<file path="src/rtl/add_sub_arbiter.sv">
// Round-robin arbiter sharing one registered add/sub ALU among NREQ requesters.
// Issued operations return one cycle later and are tagged with the requester
// ID into a 2-entry response FIFO; issue is throttled so a returning result
// always has a free FIFO slot.
module add_sub_arbiter #(
  parameter int DWIDTH = 32,
  parameter int NREQ   = 4,
  parameter int IDW    = 2
) (
  input  logic                   clk,
  input  logic                   Resetn,
  input  logic [NREQ-1:0]        req_valid,
  output logic [NREQ-1:0]        req_ready,
  input  logic [NREQ*DWIDTH-1:0] req_a,
  input  logic [NREQ*DWIDTH-1:0] req_b,
  input  logic [NREQ-1:0]        req_sub,
  output logic [DWIDTH-1:0]      alu_a,
  output logic [DWIDTH-1:0]      alu_b,
  output logic                   alu_sub,
  input  logic [DWIDTH-1:0]      alu_p,
  output logic                   rsp_valid,
  input  logic                   rsp_ready,
  output logic [IDW-1:0]         rsp_id,
  output logic [DWIDTH-1:0]      rsp_data
);

  // Arbitration and in-flight tracking state
  logic [IDW-1:0]    r_rr_ptr;
  logic              r_inflight;
  logic [IDW-1:0]    r_inflight_id;

  // Response FIFO state
  logic [IDW-1:0]    r_mem_id   [2];
  logic [DWIDTH-1:0] r_mem_data [2];
  logic              r_rd_ptr;
  logic              r_wr_ptr;
  logic [1:0]        r_occ;

  logic              w_pop;
  logic              w_push;
  logic [2:0]        w_pending;
  logic              w_can_issue;
  logic              w_found;
  logic [IDW-1:0]    w_cand;
  logic [IDW-1:0]    w_grant;
  logic              w_issue;
  logic [IDW-1:0]    w_rr_next;

  assign rsp_valid = (r_occ != 2'd0);
  assign w_pop     = rsp_valid & rsp_ready;
  assign w_push    = r_inflight;

  // Results already owed to the FIFO after this cycle's pop; one more issue is
  // safe only if at most one slot is spoken for. Gating with Resetn keeps
  // req_ready low while reset is asserted even if requesters stay valid.
  assign w_pending   = {1'b0, r_occ} + {2'b00, r_inflight} - {2'b00, w_pop};
  assign w_can_issue = (w_pending <= 3'd1) & Resetn;

  // Round-robin search starting at r_rr_ptr for the first valid requester
  // NOTE: combinational blocks use blocking '=' and assign every output a default first, so no latch is inferred.
  always_comb begin
    w_found = 1'b0;
    w_grant = '0;
    w_cand  = '0;
    for (int k = 0; k < NREQ; k++) begin
      w_cand = IDW'((int'(r_rr_ptr) + k) % NREQ);
      if (!w_found && req_valid[w_cand]) begin
        w_found = 1'b1;
        w_grant = w_cand;
      end
    end
  end

  assign w_issue   = w_found & w_can_issue;
  assign req_ready = w_issue ? ({{(NREQ-1){1'b0}}, 1'b1} << w_grant) : '0;
  assign w_rr_next = (w_grant == IDW'(NREQ - 1)) ? '0 : w_grant + IDW'(1);

  // Steer the granted operands to the shared ALU; idle ALU inputs are zero
  always_comb begin
    alu_a   = '0;
    alu_b   = '0;
    alu_sub = 1'b0;
    if (w_issue) begin
      alu_a   = req_a[w_grant*DWIDTH +: DWIDTH];
      alu_b   = req_b[w_grant*DWIDTH +: DWIDTH];
      alu_sub = req_sub[w_grant];
    end
  end

  // Control state: round-robin pointer, in-flight tag, FIFO pointers/occupancy
  // NOTE: sequential state uses non-blocking '<=' so every register sees pre-edge values.
  always_ff @(posedge clk or negedge Resetn) begin
    if (!Resetn) begin
      r_rr_ptr      <= '0;
      r_inflight    <= 1'b0;
      r_inflight_id <= '0;
      r_rd_ptr      <= 1'b0;
      r_wr_ptr      <= 1'b0;
      r_occ         <= 2'd0;
    end else begin
      r_inflight <= w_issue;
      if (w_issue) begin
        r_inflight_id <= w_grant;
        r_rr_ptr      <= w_rr_next;
      end
      if (w_push) r_wr_ptr <= ~r_wr_ptr;
      if (w_pop)  r_rd_ptr <= ~r_rd_ptr;
      r_occ <= r_occ + {1'b0, w_push} - {1'b0, w_pop};
    end
  end

  // FIFO storage: capture the returning ALU result with its requester tag
  // NOTE: storage is not reset; occupancy gates visibility, so stale contents are never observed.
  always_ff @(posedge clk) begin
    if (w_push) begin
      r_mem_id[r_wr_ptr]   <= r_inflight_id;
      r_mem_data[r_wr_ptr] <= alu_p;
    end
  end

  assign rsp_id   = rsp_valid ? r_mem_id[r_rd_ptr]   : '0;
  assign rsp_data = rsp_valid ? r_mem_data[r_rd_ptr] : '0;

  // A push into a full FIFO without a simultaneous pop would drop a result
  a_no_overflow: assert property (@(posedge clk) disable iff (!Resetn)
    !(r_inflight && (r_occ == 2'd2) && !w_pop));

endmodule

</file>
<file path="config.mk">
export PLATFORM = sky130hd
export DESIGN_NAME = add_sub_arbiter
export DESIGN_NICKNAME = d
export VERILOG_FILES = /design/src/rtl/add_sub_arbiter.sv
export SDC_FILE = /design/constraint.sdc
export NUM_CORES = 1
export LEC_CHECK = 0
export ABC_AREA = 1
export BUFFER_PORTS_ARGS = -buffer_cell sky130_fd_sc_hd__buf_2
export CORE_AREA = 10 10 147 149
export CTS_CLUSTER_DIAMETER = 80
export DETAILED_ROUTE_END_ITERATION = 16
export DIE_AREA = 0 0 157 159
export HOLD_SLACK_MARGIN = 0.1
export PLACE_DENSITY = 0.67
export SLEW_MARGIN = 10
export SYNTH_ARGS = -nofsm -noshare
export SYNTH_HDL_FRONTEND = slang
export SYNTH_SLANG_ARGS = --single-unit
</file>
<file path="constraint.sdc">
create_clock -name clk -period 3.35 [get_ports clk]
set_input_delay 0.335 -clock clk [delete_from_list [all_inputs] [get_ports clk]]
set_output_delay 0.335 -clock clk [all_outputs]
set_load 0.02 [all_outputs]
</file>
==> results by group, run 1 <==
Run status
  – Status: finished, final reports clean

Route
  – Drt wl/cell: between 15 and 20 um
  – Routed Antenna Nets: 0
  – Metal-1 WL: 11,340 um
  – Vias: 7,509
  – Iter 0 DRT Violations: 497
  – WL met3: ~2800 um
  – Metal2 WL: between 15,000 and 20,000 um
  – Top Layer Used: met5
  – TritonRoute pass-1 iters: 5
  – Post-Route WL: between 20,000 and 30,000 um
  – DR vias/cell: 4.735
  – Drt drc: 0

Yosys
  – Warnings, synthesis: 0
  – Post-synth EDFFs: 68
  – Synth area leaders: edfxtp_1, nand2_1, nand3_1
  – FFs w/ async S/R, synth: 11.69%
  – Post-Syn Nets: approximately 1,300
  – Area leader, netlist: edfxtp_1
  – Avg Inst Size Synth: approximately 6.8 um^2
  – Post-synthesis adder-cell area fraction: 1.483%
  – Yosys cell types: 30
  – Simple-gate share of the synthesized area: around two fifths
  – Register bit total from synthesis: 77
  – Largest family of logic cells by synthesized area: simple AND/OR/NAND/NOR gates
  – Mapped cell area: around 6400 um^2
  – Top cell type's share of synthesized area: 31.84%
  – Synth cell count leaders: nand2_1, inv_1, nand3_1
  – Seq/Total Area, Yosys: 35.36%
  – Gate Count Post-Synth: about 940
  – Most common cell in the netlist: nand2_1
  – Top_reg_cell synth: edfxtp_1
  – Post-synthesis mux area share: 0%
  – Post-Synth XOR/XNOR Area: 0.2732%
  – Compound-Gate Fraction of Synth Area: between 4 and 5%

CTS
  – CTS buffer count: 9
  – TritonCTS clock tree: built
  – Clock sink total: 77
  – H-Tree Depth: 3
  – Root Buffer: clkbuf_16
  – Longest Clk Path Bufs: 2
  – Clk pin slew, worst setup/hold paths: 0.06 ns
  – Clock Latency Late Sink: 0.33 ns

Min path
  – Worst hold start: alu_p[23]
  – WHS Path Cells: 1
  – Worst Hold Class: input pin to flop
  – Hold Path Sink: r_mem_data[0][23]

Floorplan
  – Num rows: 50
  – Core area: ~19,000 um^2
  – Die area: roughly 25,000 um^2
  – Initial Utilization: 34.51%
  – Overall die width: 157 um
  – DIE HEIGHT: about 160 um
  – Ports: 403

Setup path
  – RR Startpoint: r_occ[1]
  – Critical path class: flop to primary output
  – Crit start category: flop
  – Worst setup EP type: primary output
  – CP arrival: between 2 and 3 ns
  – Required time of the critical path: 3.01 ns
  – Reg2reg end: r_inflight_id[0]
  – Reg2Reg Depth: 12
  – Crit path max fanout: 5
  – R2R setup slack: 0.77 ns

Place
  – GPL Wtd Cong: 0.9211
  – Setup WS pre-CTS: between 0.1 and 0.15 ns
  – DP HPWL: between 20,000 and 25,000 um
  – Port Buf Inserts: between 400 and 500

Layout
  – Layout Area Growth over Synthesis: 52.94%
  – Fraction of layout cells with a size suffix above 1: about two fifths
  – NumNets Final: 1,639
  – Finished Core Util: 52.78%

STA
  – Clk_skew: 0.004007 ns
  – Worst Tran Pin Value: 1.036 ns
  – Final critical-path share of the clock period: 97.97%
  – Highest Clock Rate: 304.7 MHz
  – Final Slew Violations: 0
  – Slew headroom: 30.49%
  – Period minus WS final: about 3.3 ns
  – Fin worst setup slack: 0.06802 ns
  – RSZ-0062 raised after global routing: true
  – Fin. Hold Viols: 0
  – Final setup fails: 0

Global route
  – Vias in the first global route: 7,040
  – Grt total ovfl: 0
  – Total track usage: 21.46%
  – First-pass GRT wire length: roughly 41,000 um
  – Largest net degree at the start of global routing: 58
  – Initial antenna violation count: 15

Pwr
  – Final Total Pwr: 9.852 mW
  – Worst IR Drop VDD: 0.5494 mV
  – PwrDens: 1005 nW/um^2
  – LEAKAGE: between 5 and 6 nW

Job
  – Maxcap violations: 0
-- critical path, stage by stage, from the launching register on --
cell	delay (ns)
dfrtp_1	0.38
nor2_2	0.14
nor2_2	0.06
ha_1	0.27
inv_1	0.06
ha_2	0.17
fa_2	0.45
a211oi_2	0.18
nand2_2	0.13
nor2_4	0.16
buf_6	0.16
clkbuf_16	0.16
nand3_2	0.08
nand2_4	0.09
buf_6	0.12
-- timing repair --
action                                  in CTS  in global routing
gates cloned                                 4                  6
hold buffers                                 1                  0
endpoints found under the setup margin      49                 67
resized for setup                           22                177
hold endpoints to repair                     9                  0
pin swaps                                    5                 20
setup buffers                                6                  4
-- power breakdown --
group	internal [mW]	switching [mW]	leakage, nW
clock	0.496	0.342	0.123
sequential	1.23	0.0835	0.724
combinational	2.83	4.87	4.32
total	4.56	5.30	5.17
-- final cells by class --
class | count | area [um^2]
Tap cell | 234 | 292.8
Timing Repair Buffer | 436 | 2805
Clock inverter | 3 | 12.51
Clock buffer | 13 | 240.2
Multi-Input combinational cell | 636 | 3503
Inverter | 173 | 649.4
Fill cell | 1844 | 8773
Sequential cell | 77 | 2268
Antenna cell | 14 | 35.03
-- routing by layer --
| metal | vias to the layer above | track usage [%] |
|---|---|---|
| li1 | 3728 | - |
| met1 | 3420 | 24.30 |
| met2 | 316 | 36.77 |
| met3 | 41 | 7.016 |
| met4 | 4 | 7.382 |
| met5 | - | 0 |
-- logic make-up (layout without fill, tap and decap cells) --
logic type	Yosys count	in the layout
AOI/OAI and AO/OA	60	60
xor gates and xnor gates	2	2
adders and majority gates	7	7
buffers and inverters	231	625
DFF	77	77
other	0	14
and+or+nand+nor	567	567
-- metrics by stage --
step | instances | setup TNS, ns | hold WS (ns) | cell area [um^2]
5_1_grt | 1583 | -2.451 | 0.1798 | 9799
2_1_floorplan | 944 | 0 | 0.03941 | 6412
3_5_place_dp | 1539 | 0 | 0.2095 | 8553
3_3_place_gp | 1539 | 0 | 0.2070 | 8553
4_1_cts | 1566 | 0 | 0.1854 | 9055
6_report | 1586 | 0 | 0.1912 | 9807
-- cells in the final DEF (no fill, tap or decap), types with 2 or more instances in the layout --
master and n:
buf_4 24, nor2_4 4, nand3_1 108, nand3_2 39, inv_1 169, edfxtp_1 68, buf_8 2, buf_2 351
nand3b_1 19, clkinv_1 3, clkbuf_16 13, a21oi_1 50, ha_1 5, nand2_4 3, xor2_1 2, or2_0 41
diode_2 14, dfrtp_1 8, nand2_2 30, buf_12 10, inv_2 3, nor2_2 2, nand2_1 251, nand3_4 7
buf_6 42, clkbuf_1 4, nor2_1 8, o21ai_0 2, a21oi_2 3, or2_1 53, buf_16 2
-- worst max path at each step --
stage / endpoint / cells after the start / from
3_3_place_gp: alu_b[3] / 13 / r_occ[1]
6_report: alu_b[29] / 14 / r_occ[1]
3_5_place_dp: alu_b[3] / 13 / r_occ[1]
4_1_cts: alu_b[24] / 15 / r_occ[1]
5_1_grt: alu_a[31] / 15 / r_occ[1]
2_1_floorplan: alu_a[10] / 13 / r_occ[1]
-- sequential cells by signal, summed over array words and instances, names as in the netlist --
signal         count
r_mem_id           4
r_rr_ptr           2
r_inflight_id      2
r_rd_ptr           1
r_mem_data        64
r_occ              2
r_wr_ptr           1
r_inflight         1
(Power assumes the default switching activity.)
==> run 2: changes to the inputs <==
--- a/config.mk
+++ b/config.mk
@@ -7,12 +7,14 @@
 export LEC_CHECK = 0
 export ABC_AREA = 1
 export BUFFER_PORTS_ARGS = -buffer_cell sky130_fd_sc_hd__buf_2
-export CORE_AREA = 10 10 147 149
+export CELL_PAD_IN_SITES_DETAIL_PLACEMENT = 1
+export CELL_PAD_IN_SITES_GLOBAL_PLACEMENT = 1
+export CORE_MARGIN = 10
+export CORE_UTILIZATION = 29
 export CTS_CLUSTER_DIAMETER = 80
 export DETAILED_ROUTE_END_ITERATION = 16
-export DIE_AREA = 0 0 157 159
 export HOLD_SLACK_MARGIN = 0.1
-export PLACE_DENSITY = 0.67
+export PLACE_DENSITY = 0.88
 export SLEW_MARGIN = 10
 export SYNTH_ARGS = -nofsm -noshare
 export SYNTH_HDL_FRONTEND = slang
==> results by group, run 2 (same netlist as run 1, synthesis figures left out) <==
Run status
  – Status: complete, but fails checks (was finished, final reports clean)
  – Failing checks: setup timing

Pwr
  – Worst IR Drop VDD: 0.6249 mV (was 0.5494 mV)
  – Seq pwr share: 11.5% (was 13.3%)
  – Sw frac: 53.93% (was 53.76%)
  – Part of the power in combinational logic: 79.3% (was 78.2%)
  – Int Pwr: 5.295 mW (was 4.556 mW)
  – Final Total Pwr: 11.49 mW (was 9.852 mW)
  – Clock share of power: 9.2% (was 8.5%)
  – LEAKAGE: 5.361 nW (was 5.168 nW)
  – PwrDens: 1085 nW/um^2 (was 1005 nW/um^2)
  – Sw power: 6.199 mW (was 5.296 mW)

Min path
  – Worst Hold Class: input pin to flop (unchanged)
  – WHS Path Cells: 1 (unchanged)

Route
  – Iter 0 DRT Violations: 451 (was 497)
  – Metal-1 WL: 12,730 um (was 11,340 um)
  – Routed Antenna Nets: 0 (unchanged)
  – TritonRoute pass-1 iters: 5 (unchanged)
  – WL met3: 2789 um (was 2773 um)
  – DR vias/cell: 4.917 (was 4.735)
  – Drt wl/cell: 21.96 um (was 18.80 um)
  – Vias: 8,142 (was 7,509)
  – Top Layer Used: met5 (unchanged)
  – Drt drc: 0 (unchanged)
  – Metal2 WL: 19,320 um (was 15,090 um)
  – Post-Route WL: 36,370 um (was 29,820 um)

Setup path
  – Max incr delay on CP: 0.52 ns (was 0.45 ns)
  – R2R setup slack: 0.50 ns (was 0.77 ns)
  – Required time of the critical path: 3.01 ns (about the same)
  – Crit path cell chain: nor2_2, nor2_2, ha_1, inv_2, ha_4, fa_1, a211oi_2, nand2_2, nor2_4, buf_12, clkbuf_16, nand3_1, nand2_1, buf_6 (was nor2_2, nor2_2, ha_1, inv_1, ha_2, fa_2, a211oi_2, nand2_2, nor2_4, buf_6, clkbuf_16, nand3_2, nand2_4, buf_6)
  – Reg2Reg Depth: 13 (was 12)
  – Critical path class: flop to primary output (unchanged)
  – Slowest CP cell: fa_1 (was fa_2)
  – Most frequent CP cell: nor2_2
  – CP arrival: 3.24 ns (was 2.95 ns)
  – Crit path max fanout: 6 (was 5)
  – Crit start category: flop (unchanged)
  – Worst setup EP type: primary output (unchanged)

STA
  – Fin worst setup slack: -0.2240 ns (was 0.06802 ns)
  – Slew headroom: 31.34% (was 30.49%)
  – Fin. Hold Viols: 0 (unchanged)
  – Worst Tran Pin Value: 1.024 ns (was 1.036 ns)
  – Highest Clock Rate: 279.8 MHz (was 304.7 MHz)
  – Clk_skew: 0.01105 ns (was 0.004007 ns)
  – Period minus WS final: 3.574 ns (was 3.282 ns)
  – RSZ-0062 raised after global routing: true (unchanged)
  – Final setup fails: 49 (was 0)
  – Final critical-path share of the clock period: 106.7% (was 97.97%)
  – Final Slew Violations: 0 (unchanged)

Global route
  – Grt total ovfl: 0 (unchanged)
  – Vias in the first global route: 8,299 (was 7,040)
  – Largest net degree at the start of global routing: 81 (was 58)
  – Initial antenna violation count: 20 (was 15)
  – First-pass GRT wire length: 47,020 um (was 41,270 um)
  – Total track usage: 21.16% (was 21.46%)

Layout
  – Fillcell total: 2,758 (was 1,844)
  – Layout Area Growth over Synthesis: 65.15% (was 52.94%)
  – Most frequent cells in the layout: buf_2, nand2_1, inv_1 (unchanged)
  – Largest registers: r_mem_data (64), r_mem_id (4) (unchanged)
  – Commonest non-fill, non-tap cell in the layout: buf_2 (unchanged)
  – Most flops, register: r_mem_data (unchanged)
  – NumNets Final: 1,656 (was 1,639)
  – Post-route cell area: 10,590 um^2 (was 9807 um^2)
  – Largest register FFs: 64 (unchanged)
  – Fraction of layout cells with a size suffix above 1: 43.69% (was 40.43%)

CTS
  – H-Tree Depth: 3 (unchanged)
  – Clock sink total: 77 (unchanged)
  – TritonCTS clock tree: built (unchanged)
  – CTS buffer count: 9 (unchanged)
  – Clock Latency Late Sink: 0.34 ns (was 0.33 ns)
  – Longest Clk Path Bufs: 2 (unchanged)
  – Clk pin slew, worst setup/hold paths: 0.07 ns (was 0.06 ns)
  – Root Buffer: clkbuf_16 (unchanged)

Floorplan
  – Ports: 403 (unchanged)
  – Core area: 21,820 um^2 (was 18,580 um^2)
  – Num rows: 54 (was 50)
  – DIE HEIGHT: 168.7 um (was 159 um)
  – Die area: 28,460 um^2 (was 24,960 um^2)
  – Initial Utilization: 29.38% (was 34.51%)
  – Overall die width: 168.7 um (was 157 um)

Place
  – Port Buf Inserts: 402 (unchanged)
  – Area post-placement: 8626 um^2 (was 8553 um^2)
  – DP HPWL: 24,010 um (was 22,730 um)
  – GPL Wtd Cong: 0.8798 (was 0.9211)

Job
  – Maxcap violations: 0 (unchanged)
[run 2: cell count changes in the layout (fill, tap and decap cells not counted), moves of 8 or more]
cell | before | now
buf_2 | 351 | 333
buf_6 | 42 | 64
a21oi_4 | 0 | 13
a21oi_1 | 50 | 35
nand2_2 | 30 | 38
[run 2: layout make-up]
cell class | instances | area, um^2 | share of cell area, %
flip-flops and latches | 77 | 2268 | 21.42
multi-input cells | 637 | 3746 | 35.37
diodes | 21 | 52.55 | 0.4962
well taps | 280 | 350.3 | 3.308
repair buffers | 452 | 3191 | 30.13
clock buffers | 10 | 239.0 | 2.257
inverters | 173 | 649.4 | 6.132
clock inverters | 6 | 93.84 | 0.8861
[run 2: critical path, delay by kind of cell, from the launching register on]
family / cells / cell delay (ns)
buffers and inverters: 4 / 0.50
AND/OR/NAND/NOR: 6 / 0.77
adder cells (fa/ha/maj): 3 / 0.96
AO/OA/AOI/OAI: 1 / 0.25
flip-flops: 1 / 0.39
[run 2: routing by layer]
| metal | global-route usage (%) | vias up |
|---|---|---|
| met5 | 0 | - |
| met4 | 7.002 | 2 |
| met3 | 6.484 | 85 |
| met2 | 39.44 | 347 |
| met1 | 21.90 | 3943 |
| li1 | - | 3765 |
[run 2: power by group through the flow]
stage / Combinational [mW] / Clock (mW) / Sequential [mW]
floorplan: 4.83 / 0 / 1.29
global placement: 6.48 / 0 / 1.32
detailed placement: 6.66 / 0 / 1.34
CTS: 7.68 / 1.08 / 1.32
global route: 9.85 / 1.12 / 1.34
finish: 9.11 / 1.06 / 1.32
[run 2: timing repair]
| action | 4_1_cts | 5_1_grt |
|---|---|---|
| pin swaps | 7 | 63 |
| hold buffers | 1 | 0 |
| gates resized for setup | 105 | 180 |
| setup buffers | 12 | 5 |
| gates cloned | 9 | 6 |
| hold endpoints to repair | 9 | 0 |
| setup endpoints to repair | 69 | 64 |
[run 2: metrics by stage]
step / hold slack, ns / setup WS (ns) / utilization [%] / setup TNS, ns / cells
final: 0.1841 / -0.2240 / 48.53 / -6.948 / 1656
after global routing: 0.1727 / -0.3399 / 48.48 / -16.16 / 1652
after CTS: 0.1734 / -0.04463 / 44.12 / -0.6756 / 1625
after detailed placement: 0.2100 / 0.04525 / 39.53 / 0 / 1587
after global placement: 0.2025 / 0.1275 / 39.53 / 0 / 1587
after floorplan: 0.03941 / 0.1017 / - / 0 / 944
[run 2: path summary, 6_finish.rpt]
kind                             startpoint                end
min in group asynchronous            Resetn           r_rd_ptr
setup reg to reg                   r_occ[0]   r_inflight_id[0]
hold reg to reg            r_inflight_id[0]     r_mem_id[1][0]
setup / recovery                   r_occ[0]           alu_a[1]
max in group asynchronous            Resetn        r_rr_ptr[0]
hold / removal                    alu_p[28]  r_mem_data[0][28]
==> run 3: changes to the inputs <==
--- a/config.mk
+++ b/config.mk
@@ -10,11 +10,11 @@
 export CELL_PAD_IN_SITES_DETAIL_PLACEMENT = 1
 export CELL_PAD_IN_SITES_GLOBAL_PLACEMENT = 1
 export CORE_MARGIN = 10
-export CORE_UTILIZATION = 29
+export CORE_UTILIZATION = 31
 export CTS_CLUSTER_DIAMETER = 80
 export DETAILED_ROUTE_END_ITERATION = 16
 export HOLD_SLACK_MARGIN = 0.1
-export PLACE_DENSITY = 0.88
+export PLACE_DENSITY = 0.93
 export SLEW_MARGIN = 10
 export SYNTH_ARGS = -nofsm -noshare
 export SYNTH_HDL_FRONTEND = slang
==> constraint.sdc (replaced) <==
create_clock -name clk -period 4.35 [get_ports clk]
set_input_delay 0.435 -clock clk [delete_from_list [all_inputs] [get_ports clk]]
set_output_delay 0.435 -clock clk [all_outputs]
set_load 0.02 [all_outputs]
==> results by group, run 3 (same netlist as run 1, synthesis figures left out) <==
STA
  – Fin Setup TNS: 0 ns (was -6.948 ns)
  – Fin. Hold Viols: 0 (unchanged)
  – Final critical-path share of the clock period: 90.93%
  – Final Slew Violations: 0 (unchanged)
  – Clk_skew: 0.006043 ns (was 0.01105 ns)
  – Fin Hold WS: 0.2885 ns (was 0.1841 ns)
  – Worst Tran Pin Value: 1.081 ns (was 1.024 ns)
  – Highest Clock Rate: ~250 MHz
  – Slew headroom: 27.51% (was 31.34%)
  – RSZ-0062 raised after global routing: false (was true)
  – Period minus WS final: between 3 and 4 ns
  – Final setup fails: 0 (was 49)

Floorplan
  – Core area: 20,300 um^2 (was 21,820 um^2)
  – DIE HEIGHT: 163.8 um (was 168.7 um)
  – Num rows: 52 (was 54)
  – Ports: 403 (unchanged)
  – Initial Utilization: 31.59% (was 29.38%)
  – Die area: 26,840 um^2 (was 28,460 um^2)
  – Overall die width: 163.8 um (was 168.7 um)

Route
  – Post-Route WL: 32,380 um (was 36,370 um)
  – TritonRoute pass-1 iters: 4 (was 5)
  – Iter 0 DRT Violations: 450 (was 451)
  – Vias: 7,633 (was 8,142)
  – Routed Antenna Nets: 0 (unchanged)
  – Drt wl/cell: 20.18 um (was 21.96 um)
  – DR vias/cell: 4.756 (was 4.917)
  – Drt drc: 0 (unchanged)

Setup path
  – Required time of the critical path: 3.91 ns (was 3.01 ns)
  – Crit path cell chain: nor2_2, nor2_1, ha_1, inv_1, ha_1, fa_1, a211oi_1, nand2_2, nor2_4, buf_4, nand3_1, nand2_1, buf_2 (was nor2_2, nor2_2, ha_1, inv_2, ha_4, fa_1, a211oi_2, nand2_2, nor2_4, buf_12, clkbuf_16, nand3_1, nand2_1, buf_6)
  – R2R setup slack: 1.31 ns (was 0.50 ns)
  – Max incr delay on CP: 0.48 ns (was 0.52 ns)
  – CP arrival: 3.52 ns (was 3.24 ns)
  – Worst setup EP type: primary output (unchanged)
  – Crit path max fanout: 32 (was 6)
  – Most frequent CP cell: ha_1 (was nor2_2)
  – Crit start category: flop (unchanged)
  – Delay-heaviest family, CP: adder cells (unchanged)
  – Worst Path Buf+Inv: 3 (was 4)
  – Slowest CP cell: fa_1 (unchanged)
  – Critical path class: flop to primary output (unchanged)

Global route
  – Grt total ovfl: 0 (unchanged)
  – Total track usage: 22.23% (was 21.16%)
  – Met3 Use GR: 7.484% (was 6.484%)
  – Initial antenna violation count: 18 (was 20)
  – Met2 Use GR: 39.77% (was 39.44%)
  – First-pass GRT wire length: 46,150 um (was 47,020 um)
  – Vias in the first global route: 7,997 (was 8,299)
  – Largest net degree at the start of global routing: 88 (was 81)
  – GR met1 Demand/Resource: 23.41% (was 21.90%)
  – Gr busiest metal: met2 (unchanged)

Place
  – Port Buf Inserts: 402 (unchanged)
  – DP HPWL: 25,940 um (was 24,010 um)
  – GPL Wtd Cong: 0.9715 (was 0.8798)
  – Area post-placement: 8531 um^2 (was 8626 um^2)

Layout
  – Commonest non-fill, non-tap cell in the layout: buf_2 (unchanged)
  – Layout Area Growth over Synthesis: 38.46% (was 65.15%)
  – Fraction of layout cells with a size suffix above 1: 34.07% (was 43.69%)
  – NumNets Final: 1,619 (was 1,656)
  – Fillcell total: 2,781 (was 2,758)
  – Largest registers: r_mem_data (64), r_mem_id (4) (unchanged)
  – Multi-input combinational cell area: 3144 um^2 (was 3746 um^2)
  – Most flops, register: r_mem_data (unchanged)
  – Most frequent cells in the layout: buf_2, nand2_1, inv_1 (unchanged)
  – Post-route cell area: 8879 um^2 (was 10,590 um^2)
  – Finished Core Util: 43.74% (was 48.53%)
  – Largest register FFs: 64 (unchanged)
  – FF/Latch Area: 2267 um^2 (was 2268 um^2)

Min path
  – Worst Hold Class: input pin to flop (unchanged)

Pwr
  – LEAKAGE: 4.962 nW (was 5.361 nW)
  – Worst IR Drop VDD: 0.3893 mV (was 0.6249 mV)
  – Final Total Pwr: 6.768 mW (was 11.49 mW)
  – PwrDens: 762.3 nW/um^2 (was 1085 nW/um^2)

CTS
  – TritonCTS clock tree: built (unchanged)
  – Root Buffer: clkbuf_16 (unchanged)
  – Clock sink total: 77 (unchanged)
  – Clock Latency Late Sink: 0.34 ns (about the same)
  – H-Tree Depth: 3 (unchanged)
  – Clk pin slew, worst setup/hold paths: 0.06 ns (was 0.07 ns)
  – CTS buffer count: 9 (unchanged)
  – Longest Clk Path Bufs: 2 (unchanged)

Run status
  – Status: finished, final reports clean (was complete, but fails checks)

Job
  – Maxcap violations: 0 (unchanged)
==> run 3: cell count changes in the layout (fill, tap and decap cells not counted), moves of 7 or more <==
cell     delta
a21oi_1    +18
a21oi_4    -13
buf_12      -7
buf_16      -9
buf_2      +69
buf_4      -19
buf_6      -64
nand2_1    +32
nand2_2    -32
nand3_1    +48
nand3_2    -37
nand3_4    -11
==> run 3: timing repair <==
action,CTS,global route
hold endpoints to repair,9,0
setup endpoints to repair,0,5
hold buffers,1,0
gates resized for setup,0,1
setup buffers,0,0
==> run 3: worst paths after layout <==
path                                          to             start  depth (start not counted)
worst min-delay path            r_mem_data[1][3]          alu_p[3]                          1
worst min register to register    r_mem_id[1][0]  r_inflight_id[0]                          0
min in group asynchronous            r_rr_ptr[1]            Resetn                          2
worst max register to register       r_rr_ptr[1]       r_rr_ptr[0]                         12
worst max-delay path                    alu_a[6]          r_occ[1]                         13
max in group asynchronous               r_rd_ptr            Resetn                          2
==> run 3: stage by stage <==
step	std cells	setup slack, ns
2_1_floorplan	944	1.002
3_3_place_gp	1571	0.6895
3_5_place_dp	1571	0.5625
4_1_cts	1588	0.2569
5_1_grt	1603	0.1099
6_report	1605	0.3946
==> run 3: power breakdown <==
part           internal [mW]  switching (mW)
sequential             0.943          0.0728
combinational           1.50            3.51
clock                  0.442           0.299
total                   2.89            3.88
==> run 3: cell type report <==
class | instances | area share [%]
inverter | 173 | 7.314
tap | 270 | 3.805
multi-input combinational | 636 | 35.41
antenna | 17 | 0.4791
clock buffer | 10 | 2.579
timing repair buffer | 416 | 24.15
clock inverter | 6 | 0.7187
sequential | 77 | 25.54
==> run 3: per-layer routing <==
metal  vias up  routed length, um  share of wire, %
met1      3596              11620                36
met4         6                896               2.8
li1       3683                  -                 -
met5         -                 41              0.13
met3        53               2915               9.0
met2       295              16900                52
